## config.mk

```make
export PLATFORM = sky130hd
export DESIGN_NAME = spiking_sa_sequencer
export DESIGN_NICKNAME = d
export VERILOG_FILES = /design/src/rtl/spiking_sa_sequencer.sv
export SDC_FILE = /design/constraint.sdc
export NUM_CORES = 1
export LEC_CHECK = 0
export BUFFER_PORTS_ARGS = -buffer_cell sky130_fd_sc_hd__buf_2
export CAP_MARGIN = 15
export CORE_ASPECT_RATIO = 0.9
export CORE_UTILIZATION = 25
export DETAILED_ROUTE_END_ITERATION = 7
export SETUP_SLACK_MARGIN = 0.2
export SKIP_LAST_GASP = 1
export SYNTH_ARGS = -nofsm -noshare
export SYNTH_HDL_FRONTEND = slang
export SYNTH_SLANG_ARGS = --single-unit
```

## constraint.sdc

```tcl
create_clock -name i_clk -period 2.4 [get_ports i_clk]
set_clock_uncertainty 0.1 [all_clocks]
set_input_delay 0.36 -clock i_clk [delete_from_list [all_inputs] [get_ports i_clk]]
set_output_delay 0.36 -clock i_clk [all_outputs]
set_load 0.1 [all_outputs]
```

## src/rtl/spiking_sa_sequencer.sv

```systemverilog
// Spiking systolic-array sequencer.
// Loads K beats of row spikes and column weights into per-row/per-column
// FIFOs, then replays them with a diagonal skew so that operand k reaches
// PE(i,j) at the same time. Afterwards it waits for the PE pipeline to drain
// and signals completion with a single-cycle done pulse.
module spiking_sa_sequencer #(
    parameter int ROWS  = 2,
    parameter int COLS  = 2,
    parameter int DEPTH = 8,
    parameter int KW    = $clog2(DEPTH + 1)
) (
    input  logic            i_clk,
    input  logic            i_rstn,
    input  logic            i_start,
    input  logic [KW-1:0]   i_k_len,
    input  logic            i_ld_valid,
    output logic            o_ld_ready,
    output logic [ROWS-1:0] o_row_w_en,
    output logic [COLS-1:0] o_col_w_en,
    output logic [ROWS-1:0] o_row_r_en,
    output logic [COLS-1:0] o_col_r_en,
    output logic            o_busy,
    output logic            o_done,
    output logic            o_err
);

    localparam int MAXRC = (ROWS > COLS) ? ROWS : COLS;
    // Counter width covers DEPTH+max(ROWS,COLS) so FEED/DRAIN counts never wrap.
    localparam int CW = $clog2(DEPTH + MAXRC + 1);
    localparam logic [CW-1:0] DRAIN_LAST = CW'(ROWS + COLS - 2);

    typedef enum logic [2:0] {
        S_IDLE,
        S_LOAD,
        S_FEED,
        S_DRAIN,
        S_DONE
    } state_t;

    state_t        r_state;
    state_t        w_stateNext;
    logic [KW-1:0] r_k;
    logic [KW-1:0] w_kNext;
    logic [KW-1:0] r_beatCnt;
    logic [KW-1:0] w_beatNext;
    logic [KW-1:0] w_beatInc;
    logic [CW-1:0] r_cnt;
    logic [CW-1:0] w_cntNext;
    logic          r_err;
    logic          w_errNext;
    logic          w_kValid;
    logic          w_beat;
    logic [CW-1:0] w_kExt;
    logic [CW-1:0] w_feedLast;

    assign w_kExt     = CW'(r_k);
    // Last FEED count is K+max(ROWS,COLS)-2; modular arithmetic keeps this
    // correct even for a 1-wide array where the offset is -1.
    assign w_feedLast = w_kExt + CW'(MAXRC - 2);
    assign w_kValid   = (i_k_len != '0) && (i_k_len <= KW'(DEPTH));
    assign w_beat     = (r_state == S_LOAD) && i_ld_valid;
    assign w_beatInc  = r_beatCnt + KW'(1);

    // State, latched K, counters and the err pulse register.
    always_ff @(posedge i_clk or negedge i_rstn) begin
        if (!i_rstn) begin
            r_state   <= S_IDLE;
            r_k       <= '0;
            r_beatCnt <= '0;
            r_cnt     <= '0;
            r_err     <= 1'b0;
        end else begin
            r_state   <= w_stateNext;
            r_k       <= w_kNext;
            r_beatCnt <= w_beatNext;
            r_cnt     <= w_cntNext;
            r_err     <= w_errNext;
        end
    end

    // Next-state and counter update; start is only looked at in IDLE.
    always_comb begin
        w_stateNext = r_state;
        w_kNext     = r_k;
        w_beatNext  = r_beatCnt;
        w_cntNext   = r_cnt;
        w_errNext   = 1'b0;
        case (r_state)
            S_IDLE: begin
                if (i_start) begin
                    if (w_kValid) begin
                        w_stateNext = S_LOAD;
                        w_kNext     = i_k_len;
                        w_beatNext  = '0;
                        w_cntNext   = '0;
                    end else begin
                        w_errNext = 1'b1;
                    end
                end
            end
            S_LOAD: begin
                if (i_ld_valid) begin
                    w_beatNext = w_beatInc;
                    if (w_beatInc == r_k) begin
                        w_stateNext = S_FEED;
                        w_cntNext   = '0;
                    end
                end
            end
            S_FEED: begin
                if (r_cnt == w_feedLast) begin
                    w_stateNext = S_DRAIN;
                    w_cntNext   = '0;
                end else begin
                    w_cntNext = r_cnt + CW'(1);
                end
            end
            S_DRAIN: begin
                if (r_cnt == DRAIN_LAST) begin
                    w_stateNext = S_DONE;
                    w_cntNext   = '0;
                end else begin
                    w_cntNext = r_cnt + CW'(1);
                end
            end
            S_DONE: begin
                w_stateNext = S_IDLE;
            end
            default: begin
                w_stateNext = S_IDLE;
            end
        endcase
    end

    // Diagonal skew: lane n is read while n <= t < n+K during FEED.
    always_comb begin
        o_row_r_en = '0;
        o_col_r_en = '0;
        for (int i = 0; i < ROWS; i++) begin
            o_row_r_en[i] = (r_state == S_FEED) && (r_cnt >= CW'(i)) &&
                            (r_cnt < (CW'(i) + w_kExt));
        end
        for (int j = 0; j < COLS; j++) begin
            o_col_r_en[j] = (r_state == S_FEED) && (r_cnt >= CW'(j)) &&
                            (r_cnt < (CW'(j) + w_kExt));
        end
    end

    assign o_ld_ready = (r_state == S_LOAD);
    assign o_row_w_en = {ROWS{w_beat}};
    assign o_col_w_en = {COLS{w_beat}};
    assign o_busy     = (r_state != S_IDLE);
    assign o_done     = (r_state == S_DONE);
    assign o_err      = r_err;

endmodule

```

==> impl_metrics.ini, run 1 <==
[logic_synthesis]
synth_area_per_cell_um2 = 9.913
synth_cell_types = 42
syn_nets = 151
yosysTopAreaCell = dfrtp_1
syn_inst = 129
ys_warn_count = 0
yosys.area.top_type_share = 0.3131
ys_ff_latch = 16
synth.area.top_cells = dfrtp_1, ha_1, buf_4
synthesis.area_um2 = 1279
ys_seq_area_frac = 0.3131

[sta]
max_slew_margin = 0.6764
timing.hold.ws_ns = 0.2978
rsz0062_at_grt = true
max_freq_mhz = 377.8
layout_setup_ws_ns = -0.2470
drv_slew = 0
tightest_slew_ns = 0.4825
finalCritPeriodShare = 1.103
final-setup-viol-count = 4
hold_violations = 0
period_minus_slack_ns = 2.647

[global_route]
grt_pass1_wl_um = 4698
grt_pass1_vias = 978
grt_overflow_total = 0
antenna_found_initial = 0
grt_use_total = 0.1098
grt_max_degree = 17

[min_path]
hp-class = in2reg
min_path_cells = 2

[routing]
routedWlPerCell_um = 12.23
drt_pass1_iterations = 4
drtIter0Drc = 51
drt-total-wl_um = 2666
vias = 1012
ant_nets = 0
viasPerCell = 4.642
drc = 0

[placed_design]
port-buffer-count = 19
gp_congestion = 0.7484
hpwlAfterDp_um = 2087

[finish]
layout.nets = 176
drive_gt1_frac = 0.3464
antenna_cells = 0
area_growth_pct = 32.68

[die]
rows = 24
fp.dieArea_um2 = 5405
ioPinCount = 20
initial_utilization = 0.2612
coreArea_um2 = 4895
die_x_um = 77.39
die_y_um = 69.85

[clock_tree]
clock_path_buffers = 2
cts_tree = done
cts_buffers = 3
clkLatencyLatePin_ns = 0.25
root_buffer = clkbuf_8
htreeDepth = 1
cts.reportedPaths.clkPinSlew_ns = 0.06
cts_num_sinks = 16

[critical_path]
reg2reg_depth = 6
critPathArrivalTime_ns = 2.19
crit_type = reg2out
path_cells = ha_1, inv_1, ha_1, nor2b_1, o21ai_1, nand2b_1, a2111oi_4, buf_4, buf_12
cpMaxStageDelayCell = dfrtp_1
cp_common_cell = ha_1
path_max_fanout = 2
required_ns = 1.94
end_kind = primary output
start_kind = register
slowest_delay_ns = 0.38

[run_status]
status = complete, but fails checks
violations = negative setup slack

[flow_run]
cap_viol_max_count = 0
layout make-up:
cell class,instances,area (um^2)
Tap cell,65,81.33
Sequential cell,16,402.9
Inverter,12,45.04
Clock buffer,4,55.05
Multi-Input combinational cell,91,827.0
Timing Repair Buffer,30,285.3
Fill cell,493,3198
cell usage after synthesis (all sizes together):
| cell type | n |
|---|---|
| a2111oi | 3 |
| a211o | 1 |
| a211oi | 2 |
| a21boi | 1 |
| a21o | 1 |
| a21oi | 6 |
| a22oi | 1 |
| a31oi | 1 |
| a32oi | 1 |
| a41oi | 1 |
| and4b | 1 |
| buf | 9 |
| clkbuf | 1 |
| dfrtp | 16 |
| ha | 14 |
| inv | 12 |
| mux2 | 4 |
| mux2i | 1 |
| nand2 | 3 |
| nand2b | 2 |
| nand3 | 8 |
| nand3b | 1 |
| nand4bb | 1 |
| nor2 | 5 |
| nor2b | 4 |
| nor3 | 3 |
| nor3b | 3 |
| nor4b | 2 |
| o211ai | 1 |
| o21ai | 6 |
| o22ai | 1 |
| o31ai | 1 |
| or3 | 1 |
| or3b | 2 |
| or4 | 1 |
| xnor2 | 4 |
| xnor3 | 1 |
| xor2 | 3 |
repair_timing:
action                     4_1_cts  5_1_grt
hold buffers                     1        0
setup endpoints to repair        5        6
gates cloned                     0        0
pin swaps                        2        2
hold endpoints to repair        16        0
buffers inserted                 1        0
gates resized for setup          1        4
routing by layer:
layer,GRT usage,up-vias,share of wire
li1,-,513,-
met3,0.02353,2,0.032
met2,0.1622,23,0.44
met1,0.1595,474,0.52
met5,0,-,0
met4,0.03145,0,0.0086
metrics by stage:
| stage | util | instance area [um^2] | setup TNS (ns) | worst slack, ns | std cells |
|---|---|---|---|---|---|
| 2_1_floorplan | - | 1349 | -1.867 | -0.9075 | 129 |
| 3_3_place_gp | 0.3300 | 1615 | -0.03466 | -0.01735 | 212 |
| 3_5_place_dp | 0.3300 | 1615 | -0.04535 | -0.02287 | 212 |
| 4_1_cts | 0.3448 | 1688 | -0.7453 | -0.3101 | 218 |
| 5_1_grt | 0.3466 | 1697 | -1.133 | -0.4084 | 218 |
| 6_report | 0.3466 | 1697 | -0.5572 | -0.2470 | 218 |
path summary, 6_finish.rpt:
kind	from	to	slack, ns
worst max register to register	r_cnt[0]	r_cnt[3]	0.35
worst max-delay path	r_k[0]	o_col_r_en[1]	-0.25
worst min-delay path	i_k_len[2]	r_k[2]	0.30
worst min register to register	r_beatCnt[2]	r_beatCnt[2]	0.42
min in group asynchronous	i_rstn	r_state[2]	0.46
max in group asynchronous	i_rstn	r_cnt[0]	1.46
cells in the final DEF (no fill, tap or decap), drive strengths merged, types with 3 or more instances in the layout:
master and count:
nor3b 3, a2111oi 3, inv 12, o21ai 6, nand3 8, ha 14
nor2b 4, a21oi 6, clkbuf 4, xnor2 4, dfrtp 16, buf 29
mux2 4, nor3 3, xor2 3, nor2 5, nand2 3
critical path: cells and delay by family, from the launching register on:
kind | cells | cell delay, ns
fa+ha+maj | 2 | 0.53
buf+inv | 3 | 0.40
flops | 1 | 0.38
simple gates | 2 | 0.22
compound gates | 2 | 0.41
sequential cells by signal, indices dropped and copies added, names as in the netlist:
name / flops
o_err: 1
r_beatCnt: 4
r_cnt: 4
r_k: 4
r_state: 3
logic make-up (layout without fill, tap and decap cells):
| group | after synthesis | count (layout) | synth area share |
|---|---|---|---|
| xor+xnor | 8 | 8 | 0.06556 |
| fa+ha+maj | 14 | 14 | 0.1370 |
| buf+inv | 22 | 46 | 0.08708 |
| simple gates | 37 | 37 | 0.1898 |
| mux | 5 | 5 | 0.04305 |
| compound gates | 27 | 27 | 0.1644 |
| flops | 16 | 16 | 0.3131 |
Power of run 1 is left out: the tool's default activity adds up to more than one toggle a clock period on the data nets, which glitch-free logic cannot reach.
==> inputs of run 2 (changes only) <==
--- a/config.mk
+++ b/config.mk
@@ -10,6 +10,7 @@
 export CORE_ASPECT_RATIO = 0.9
 export CORE_UTILIZATION = 25
 export DETAILED_ROUTE_END_ITERATION = 7
+export PLACE_DENSITY = 0.47
 export SETUP_SLACK_MARGIN = 0.2
 export SKIP_LAST_GASP = 1
 export SYNTH_ARGS = -nofsm -noshare
==> run 2 against run 1 <==
The flow still finishes with violations (negative setup slack). Count of clock-buffer cells in the layout fell by 1. Register-to-register slack got worse by 0.02 ns. Critical path depth did not move.
==> impl_metrics.ini, run 2 (synthesized netlist as in run 1, its figures left out) <==
[run_status]
status = complete, but fails checks
violations = negative setup slack

[global_route]
antenna_found_initial = 0
use_met3 = 0.03399
met1_usage = 0.1615
grt_pass1_wl_um = 5264
grt.busiest_layer = met2
grt_overflow_total = 0
grt_use_total = 0.1239
grt_pass1_vias = 1109
grt_max_degree = 17
grt_util_met2 = 0.2055

[die]
fp.dieArea_um2 = 5405
coreArea_um2 = 4895
ioPinCount = 20
initial_utilization = 0.2612
die_y_um = 69.85
die_x_um = 77.39
rows = 24

[placed_design]
hpwlAfterDp_um = 2350
gp_congestion = 0.7296
pre_cts_slack_ns = -0.04274
port-buffer-count = 19
placed_cell_area_um2 = 1615

[finish]
antenna_cells = 0
layout.nets = 175
reg_top3 = r_beatCnt (4), r_cnt (4), r_k (4)
drive_gt1_frac = 0.3510
fillerInstances = 502
layout_common_cells = dfrtp_1, ha_1, buf_2
fin_area_um2 = 1709
area_growth_pct = 33.66
final_common_cell = dfrtp_1

[routing]
ant_nets = 0
vias = 1034
drt_pass1_iterations = 4
drc = 0
viasPerCell = 4.787
routedWlPerCell_um = 14.20
drt-total-wl_um = 3068
drtIter0Drc = 58

[sta]
hold_violations = 0
max_slew_margin = 0.6115
finalCritPeriodShare = 1.115
timing.hold.ws_ns = 0.2856
max_freq_mhz = 373.6
final-setup-viol-count = 4
tightest_slew_ns = 0.5793
layout_setup_ws_ns = -0.2769
drv_slew = 0
rsz0062_at_grt = true
period_minus_slack_ns = 2.677
setup_tns_ns = -0.6678

[min_path]
hp-class = in2reg

[flow_run]
cap_viol_max_count = 0

[clock_tree]
cts_buffers = 3
cts_tree = done
cts.reportedPaths.clkPinSlew_ns = 0.06
cts_num_sinks = 16
root_buffer = clkbuf_8
clock_path_buffers = 2
clkLatencyLatePin_ns = 0.25
htreeDepth = 1

[critical_path]
crit_type = reg2out
required_ns = 1.94
start_kind = register
critPathArrivalTime_ns = 2.22
end_kind = primary output
path_max_fanout = 2
run 2: changes by cell type in the layout (fill, tap and decap cells not counted), sizes merged:
| cell | change |
|---|---|
| inv | -1 |
| clkbuf | -1 |
| buf | -1 |
| clkinvlp | +1 |
run 2: metal layers:
metal,share of wire,wire (um)
met5,0,0
met1,0.50,1538
met4,0.0075,23
met3,0.036,111
met2,0.45,1394
run 2: area by class of cell:
class	instances	area (um^2)	share of cell area
Clock buffer	3	41.29	0.02416
Multi-Input combinational cell	91	835.8	0.4890
Inverter	12	51.30	0.03001
Timing Repair Buffer	29	296.5	0.1735
Sequential cell	16	402.9	0.2357
Tap cell	65	81.33	0.04758
run 2: repair_timing:
action | 4_1_cts | 5_1_grt
setup buffers | 2 | 0
pin swaps | 1 | 3
endpoints found under the hold margin | 16 | 0
hold buffers | 1 | 0
gates resized for setup | 2 | 8
setup endpoints to repair | 4 | 11
run 2: worst max-delay path, cell delays in order, from the launching register on:
cell and delay (ns):
dfrtp_1 0.38, ha_1 0.28, inv_1 0.04, ha_1 0.26, nor2b_1 0.13, o21ai_1 0.12
nand2b_1 0.11, a2111oi_4 0.28, buf_4 0.19, buf_12 0.17
run 2: per-stage QoR:
| step | util | std cells |
|---|---|---|
| floorplan | - | 129 |
| global route | 0.3492 | 216 |
| detailed placement | 0.3300 | 210 |
| finish | 0.3492 | 216 |
| CTS | 0.3446 | 216 |
| global placement | 0.3300 | 210 |
run 2: worst paths after layout:
path / cells after the start / slack (ns) / to / startpoint
setup / recovery: 9 / -0.28 / o_col_r_en[1] / r_k[1]
hold / removal: 2 / 0.29 / r_k[3] / i_k_len[3]
setup reg to reg: 6 / 0.33 / r_cnt[2] / r_cnt[0]
hold reg to reg: 1 / 0.42 / r_beatCnt[2] / r_beatCnt[2]
max in group asynchronous: 2 / 1.43 / r_cnt[0] / i_rstn
min in group asynchronous: 2 / 0.46 / r_state[2] / i_rstn
Power of run 2 is left out for the same reason.
